## config.mk

```make
export PLATFORM = sky130hd
export DESIGN_NAME = reg_wb_unit
export DESIGN_NICKNAME = d
export VERILOG_FILES = /design/src/rtl/reg_wb_pkg.sv /design/src/rtl/reg_wb_unit_fifo.sv /design/src/rtl/reg_wb_unit.sv
export SDC_FILE = /design/constraint.sdc
export NUM_CORES = 1
export LEC_CHECK = 0
export ABC_CLOCK_PERIOD_IN_PS = 3900
export CORE_AREA = 5 5 135 137
export CTS_BUF_LIST = sky130_fd_sc_hd__clkbuf_2
export CTS_CLUSTER_SIZE = 8
export DETAILED_ROUTE_END_ITERATION = 10
export DIE_AREA = 0 0 140 142
export MAX_ROUTING_LAYER = met4
export PLACE_DENSITY_LB_ADDON = 0.3
export SYNTH_ARGS = -nofsm -noshare
export SYNTH_HDL_FRONTEND = slang
export SYNTH_HIERARCHICAL = 1
export SYNTH_SLANG_ARGS = --single-unit
```

## constraint.sdc

```tcl
create_clock -name clk -period 3.9 [get_ports clk]
set_input_delay 0.78 -clock clk [delete_from_list [all_inputs] [get_ports clk]]
set_output_delay 0.78 -clock clk [all_outputs]
set_load 0.005 [all_outputs]
```

## src/rtl/reg_wb_pkg.sv

```systemverilog
// Shared widths and helpers for the register-file write-back unit.
package reg_wb_pkg;

    localparam int XLEN       = 32;
    localparam int REG_ADDR_W = 5;
    localparam int NUM_REGS   = 32;

    // 5-to-32 one-hot decode of a register address
    function automatic logic [NUM_REGS-1:0] reg_onehot(input logic [REG_ADDR_W-1:0] a);
        reg_onehot    = '0;
        reg_onehot[a] = 1'b1;
    endfunction

endpackage

```

## src/rtl/reg_wb_unit_fifo.sv

```systemverilog
// Small synchronous FIFO with simultaneous push/pop and full/empty flags.
// Also exposes raw storage and a per-slot valid mask so the owner can
// scan every live entry (used for the load scoreboard).
module wb_fifo #(
    parameter int W     = 8,
    parameter int DEPTH = 2
) (
    input  logic                      clk,
    input  logic                      rst_n,
    input  logic                      push,
    input  logic                      pop,
    input  logic [W-1:0]              wdata,
    output logic [W-1:0]              rdata,
    output logic                      full,
    output logic                      empty,
    output logic [DEPTH-1:0][W-1:0]   entries,
    output logic [DEPTH-1:0]          vld
);

    // Pointer width kept at least 1 so DEPTH=1 still elaborates.
    localparam int AW = (DEPTH > 1) ? $clog2(DEPTH) : 1;

    logic [DEPTH-1:0][W-1:0] mem;
    logic [AW-1:0]           wr_ptr, rd_ptr;
    logic [AW:0]             count;
    logic                    do_push, do_pop;

    assign full    = (count == (AW+1)'(DEPTH));
    assign empty   = (count == '0);
    assign do_push = push & ~full;
    assign do_pop  = pop & ~empty;
    assign rdata   = mem[rd_ptr];
    assign entries = mem;

    // Pointer and occupancy bookkeeping
    always_ff @(posedge clk or negedge rst_n) begin
        if (!rst_n) begin
            wr_ptr <= '0;
            rd_ptr <= '0;
            count  <= '0;
        end else begin
            if (do_push) wr_ptr <= (wr_ptr == AW'(DEPTH-1)) ? '0 : wr_ptr + 1'b1;
            if (do_pop)  rd_ptr <= (rd_ptr == AW'(DEPTH-1)) ? '0 : rd_ptr + 1'b1;
            count <= count + {{AW{1'b0}}, do_push} - {{AW{1'b0}}, do_pop};
        end
    end

    // Storage needs no reset; validity comes from the pointers alone
    always_ff @(posedge clk) begin
        if (do_push) mem[wr_ptr] <= wdata;
    end

    // A slot is live when its distance from the read pointer is below count
    always_comb begin
        vld = '0;
        for (int i = 0; i < DEPTH; i++)
            vld[i] = ({1'b0, AW'(AW'(i) - rd_ptr)} < count);
    end

endmodule

```

## src/rtl/reg_wb_unit.sv

```systemverilog
// Register-file write-back: merges load returns and ALU results into the
// single write port and tracks outstanding load destinations for decode.
module reg_wb_unit
    import reg_wb_pkg::*;
#(
    parameter int ALU_FIFO_DEPTH = 2,
    parameter int LD_DEPTH       = 2
) (
    input  logic                  clk,
    input  logic                  rst_n,
    input  logic                  alu_valid,
    input  logic [REG_ADDR_W-1:0] alu_rda,
    input  logic [XLEN-1:0]       alu_rd,
    output logic                  alu_ready,
    input  logic                  ld_issue,
    input  logic [REG_ADDR_W-1:0] ld_rda,
    output logic                  ld_issue_ready,
    input  logic                  ld_valid,
    input  logic [XLEN-1:0]       ld_data,
    output logic [REG_ADDR_W-1:0] rda,
    output logic [XLEN-1:0]       rd,
    output logic                  rdw,
    output logic [NUM_REGS-1:0]   busy,
    output logic                  wb_err
);

    localparam int AW_W = REG_ADDR_W + XLEN;

    logic                                       alu_full, alu_empty, ld_full, ld_empty;
    logic [AW_W-1:0]                            alu_head;
    logic [REG_ADDR_W-1:0]                      ld_head;
    logic [LD_DEPTH-1:0][REG_ADDR_W-1:0]        ld_ents;
    logic [LD_DEPTH-1:0]                        ld_vld;
    logic [ALU_FIFO_DEPTH-1:0][AW_W-1:0]        alu_ents_unused;
    logic [ALU_FIFO_DEPTH-1:0]                  alu_vld_unused;

    logic alu_acc, alu_push, alu_pop, bypass, ld_push, ld_pop;
    logic                  wr_en;
    logic [REG_ADDR_W-1:0] wr_a;
    logic [XLEN-1:0]       wr_d;
    logic [NUM_REGS-1:0]   busy_c;

    // Ready depends only on registered occupancy, never on ld_valid
    assign alu_ready      = ~alu_full;
    assign ld_issue_ready = ~ld_full;

    // Load return wins; ALU backlog drains before a fresh result may bypass
    assign alu_acc  = alu_valid & ~alu_full;
    assign ld_pop   = ld_valid & ~ld_empty;
    assign alu_pop  = ~ld_valid & ~alu_empty;
    assign bypass   = ~ld_valid & alu_empty & alu_acc;
    assign alu_push = alu_acc & ~bypass;
    assign ld_push  = ld_issue & ~ld_full;

    wb_fifo #(.W(AW_W), .DEPTH(ALU_FIFO_DEPTH)) u_alu_fifo (
        .clk     (clk),
        .rst_n   (rst_n),
        .push    (alu_push),
        .pop     (alu_pop),
        .wdata   ({alu_rda, alu_rd}),
        .rdata   (alu_head),
        .full    (alu_full),
        .empty   (alu_empty),
        .entries (alu_ents_unused),
        .vld     (alu_vld_unused)
    );

    wb_fifo #(.W(REG_ADDR_W), .DEPTH(LD_DEPTH)) u_ld_q (
        .clk     (clk),
        .rst_n   (rst_n),
        .push    (ld_push),
        .pop     (ld_pop),
        .wdata   (ld_rda),
        .rdata   (ld_head),
        .full    (ld_full),
        .empty   (ld_empty),
        .entries (ld_ents),
        .vld     (ld_vld)
    );

    // Select the single write for this cycle
    always_comb begin
        wr_en = 1'b0;
        wr_a  = '0;
        wr_d  = '0;
        if (ld_pop) begin
            wr_en = 1'b1;
            wr_a  = ld_head;
            wr_d  = ld_data;
        end else if (alu_pop) begin
            wr_en = 1'b1;
            {wr_a, wr_d} = alu_head;
        end else if (bypass) begin
            wr_en = 1'b1;
            wr_a  = alu_rda;
            wr_d  = alu_rd;
        end
    end

    // Registered write port and sticky protocol error
    always_ff @(posedge clk or negedge rst_n) begin
        if (!rst_n) begin
            rdw    <= 1'b0;
            rda    <= '0;
            rd     <= '0;
            wb_err <= 1'b0;
        end else begin
            // x0 writes are consumed but never reach the register file
            rdw <= wr_en & (wr_a != '0);
            if (wr_en) begin
                rda <= wr_a;
                rd  <= wr_d;
            end
            wb_err <= wb_err | (ld_issue & ld_full) | (ld_valid & ld_empty);
        end
    end

    // Scoreboard: union of every live load destination, x0 masked off
    always_comb begin
        busy_c = '0;
        for (int i = 0; i < LD_DEPTH; i++)
            if (ld_vld[i]) busy_c = busy_c | reg_onehot(ld_ents[i]);
        busy = busy_c & ~NUM_REGS'(1);
    end

endmodule

```

* Yosys cells after proc, flatten, opt, wreduce, memory -nomap -nowiden
Cells that the tools add are included.
Storage, ports and cells: output and inout port bits 73, input port bits 79, flip-flop bits (word level) 131
Operators by class: multiplexer cells 29, order comparisons 12, equal/unequal tests 2, reductions and logical operators 7, add/sub/neg operators 10, bitwise logic cells 23
Operators by type and width (count):
- two-way mux 32 bit | 5
- two-way mux 37 bit | 3
- bitwise mux 74 bit | 1
- demux 37 bit (select 1 bit) | 1
- OR 32 bit | 1
- two-way mux 5 bit | 6
- AND 1 bit | 14
- less-than comparator 5 x 6 -> 1 bit (second input constant) | 2
- bitwise mux 10 bit | 1
- demux 1 bit (select 5 bit) | 2
- greater-or-equal comparator 5 x 1 -> 1 bit (second input constant) | 2
- two-way mux 1 bit | 9
- less-than comparator 1 x 2 -> 1 bit (second input constant) | 4
- inverter 1 bit | 6
- demux 5 bit (select 1 bit) | 1
- nonzero test 5 bit | 1
- adder 1 bit (second input constant) | 4
- adder 2 x 1 -> 2 bit | 2
- == test 2 bit (second input constant) | 2
- logical AND 1 bit | 4
- logical NOT 2 bit | 2
- less-than comparator 1 x 2 -> 1 bit | 2
- subtractor 2 x 1 -> 2 bit | 2
- greater-or-equal comparator 1 bit (second input constant) | 2
- other kinds (2) | 4

* Logic depth before layout (Yosys ltp)
word-level depth 9, mapped depth 11, gate-level depth less buffers 10

* Hierarchy
The synthesis kept the hierarchy.
By module, submodules not included:
- wb_fifo at u_alu_fifo | cells an instance 136, area each 2925.3 µm², instances 1, sequential area each 2322.2 µm²
- reg_wb_unit | cells an instance 248, area each 2253.4 µm², instances 1, sequential area each 975.9 µm²
- wb_fifo at u_ld_q | cells an instance 37, area each 590.6 µm², instances 1, sequential area each 400.4 µm²

* Worst setup path after synthesis
Ideal clock, no wire load.
kind input port to flip-flop, start in ld_valid, end reg u_alu_fifo.mem (netlist bit u_alu_fifo/entries[0]), enable pin, cell stages on the path 4, path buffers 0, arrival time 2675 ps, setup slack 794 ps, data required time 3469 ps, cell sequence nand2b_1 > and3_1 > nand2_1 > nor2_1
Between the ends: cells in the longest elaborated chain, start to end 6
RTL lines:
- start, declared | RTL line reg_wb_unit.sv:18 | input logic ld_valid,
- inverter 1 bit | RTL line reg_wb_unit.sv:51 | assign bypass = ~ld_valid & alu_empty & alu_acc;
- AND 1 bit (2 in series) | RTL line reg_wb_unit.sv:51
- inverter 1 bit | RTL line reg_wb_unit.sv:52 | assign alu_push = alu_acc & ~bypass;
- AND 1 bit | RTL line reg_wb_unit.sv:52
- named net alu_push | RTL line reg_wb_unit.sv:37 | logic alu_acc, alu_push, alu_pop, bypass, ld_push, ld_pop;
- AND 1 bit | RTL line reg_wb_unit_fifo.sv:30 | assign do_push = push & ~full;
- end signal, assigned by index | RTL line reg_wb_unit_fifo.sv:50 | if (do_push) mem[wr_ptr] <= wdata;
- end, declared | RTL line reg_wb_unit_fifo.sv:23 | logic [DEPTH-1:0][W-1:0] mem;
The timed path passes the listed nets, and every way through them passes these cells. A chain may end at the register's enable or synchronous reset.

* Final worst setup path
start reg u_ld_q.rd_ptr, end out busy[16]
Between the ends: cells in the longest elaborated chain, start to end 5
RTL lines:
- start, declared | RTL line reg_wb_unit_fifo.sv:24 | logic [AW-1:0] wr_ptr, rd_ptr;
- start signal, assigned | RTL line reg_wb_unit_fifo.sv:43 | if (do_pop) rd_ptr <= (rd_ptr == AW'(DEPTH-1)) ? '0 : rd_ptr + 1'b1;
- subtractor 1 bit * | RTL line reg_wb_unit_fifo.sv:57 | vld[i] = ({1'b0, AW'(AW'(i) - rd_ptr)} < count);
- less-than comparator 1 x 2 -> 1 bit * | RTL line reg_wb_unit_fifo.sv:57
- named net ld_vld[0] | RTL line reg_wb_unit.sv:33 | logic [LD_DEPTH-1:0] ld_vld;
- two-way mux 32 bit * | RTL line reg_wb_unit.sv:122 | if (ld_vld[i]) busy_c = busy_c | reg_onehot(ld_ents[i]);
- OR 32 bit | RTL line reg_wb_unit.sv:122
- two-way mux 32 bit * | RTL line reg_wb_unit.sv:122
- end, declared | RTL line reg_wb_unit.sv:23 | output logic [NUM_REGS-1:0] busy,
The timed path passes the listed nets; every way through them passes the cells marked *.

==> metrics.txt <==
Mapped Area 0.00575 mm^2; flop2flop setup slack 1440 ps; Num CTS Buffers 17; r2r worst-path depth 6; status completed; cell area power density 679 mW/mm^2; DRC errors left 0; CTS H-tree depth 4; Iter 0 DRT Violations 359; Placer Congestion 0.810; fmax 0.280 GHz; per-cell routed wire length 18.2 um; clk_skew 33.0 ps; Hold Buf Count CTS 0; Clock Latency Late Sink 680 ps; Total GRT Usage 0.153; YS warnings 6; core region area 0.0169 mm^2; Peak VDD IR 0.353 mV; first-pass GRT wire length 23.4 mm; Worst Hold Class input pin to async pin; clk sinks 131; placed cell areas 0.00749 mm^2; fill count 1,536; pins over their slew limit 0; HPWL after DPL 10.4 mm; vias after detailed routing 4,243; crit path kind flip-flop to output port; Core Util, Final 0.458; clock-pin transition on the worst setup and hold timing paths 210 ps; Avg Vias per Cell 5.25; pin slew with the least headroom to its limit 1150 ps; Starting Density 0.340; Slew headroom 0.234; Startpoint Class flip-flop; Final Setup Violations 0; remaining antenna violation count after routing 0; post-synth net total 502; Root Driver clkbuf_2; remaining global-route overflow 0; final wirelength 14.7 mm; most common cell after layout, fill and taps aside clkdlybuf4s50_1; post-layout minimum cycle time 3570 ps; area grow syn2layout 34.7%; Die Ht 142 um; Syn Area/Cell 13.7 um^2; Final Cell Area 0.00775 mm^2; Worst Path Max Fanout 7; io pins 152; die width 140 um; CP arrival 2790 ps; CTS tree built; drt pass-1 iters 6; final hold vios 0; CTS max path bufs 2; r2r endpoint rd[26]; Setup crit end kind output port; Leak 2.74 nW; largest net degree at the start of global routing 65; total of cells resized after clock tree synthesis 0; postcts setup bufs 0; Syn Inst Count 419; most frequent cells in the layout clkdlybuf4s50_1 (149), edfxtp_1 (84), dfrtp_1 (46), nor2_1 (43), mux2_2 (34); final net count 651; Worst Hold Slack 296 ps; IO Port Bufs 150; layout cells sized above 1 0.167; vias in the first global route 4,548; post-route clock period utilization 0.917; max-cap violations 0; Worst R2R Start u_ld_q/count[1]; row count 48; Die Area 0.0199 mm^2; setup TNS 0 ps; initial antenna violation count 1; RSZ-0062 raised after global routing false; Crit path required time 3120 ps
-- area by class of cell --
type                    instances  area, um^2  share of cell area
clock buffers                  17        85.1              0.0110
clock inverters                15         165              0.0213
flip-flops and latches        131        3700               0.477
repair buffers                157        1570               0.203
inverters                       9        33.8             0.00436
multi-input cells             252        1900               0.246
well taps                     225         282              0.0363
diodes                          2        5.00            0.000646
-- sequential cells by signal, indices dropped and copies added (netlist names) --
signal              count
rdw                     1
rda                     5
u_alu_fifo/count        2
rd                     32
u_ld_q/count            2
u_ld_q/wr_ptr           1
u_alu_fifo/entries     74
u_alu_fifo/wr_ptr       1
wb_err                  1
u_ld_q/entries         10
u_ld_q/rd_ptr           1
u_alu_fifo/rd_ptr       1
-- per-stage QoR --
| stage | total power, mW | instances | worst slack [ps] |
|---|---|---|---|
| 2_1_floorplan | 3.49 | 419 | 794 |
| 3_3_place_gp | 4.39 | 774 | 819 |
| 3_5_place_dp | 4.47 | 774 | 794 |
| 4_1_cts | 5.33 | 806 | 217 |
| 5_1_grt | 5.61 | 808 | 120 |
| 6_report | 5.26 | 808 | 325 |
-- how the worst max path moves through the flow --
stage                        startpoint                     to  slack [ps]  cells after the start
after floorplan                ld_valid  u_alu_fifo/entries[0]         790                      4
after global placement         ld_valid                 rd[13]         820                      6
after detailed placement       ld_valid                 rd[26]         790                      6
after CTS                 u_ld_q/rd_ptr               busy[12]         220                      5
after global routing      u_ld_q/rd_ptr               busy[16]         120                      5
final                     u_ld_q/rd_ptr               busy[16]         330                      5
-- critical path: stages, from the launching register on --
cell and delay (ps):
dfrtp_1 510, inv_1 120, a21o_1 170, or3b_2 550, o22ai_1 230, clkdlybuf4s50_1 540
-- layer usage --
layer,up-vias,part of all wire,GRT usage
li1,1956,-,-
met1,2041,0.42,0.183
met2,225,0.49,0.252
met3,21,0.078,0.0413
met4,0,0.013,0.0546
met5,-,0,-
-- power breakdown --
part	internal [mW]	switching (mW)	total (mW)
sequential	1.97	0.268	2.24
clock	0.350	0.493	0.843
combinational	1.16	1.02	2.18
Note: power is estimated with default switching activity, not from simulation.
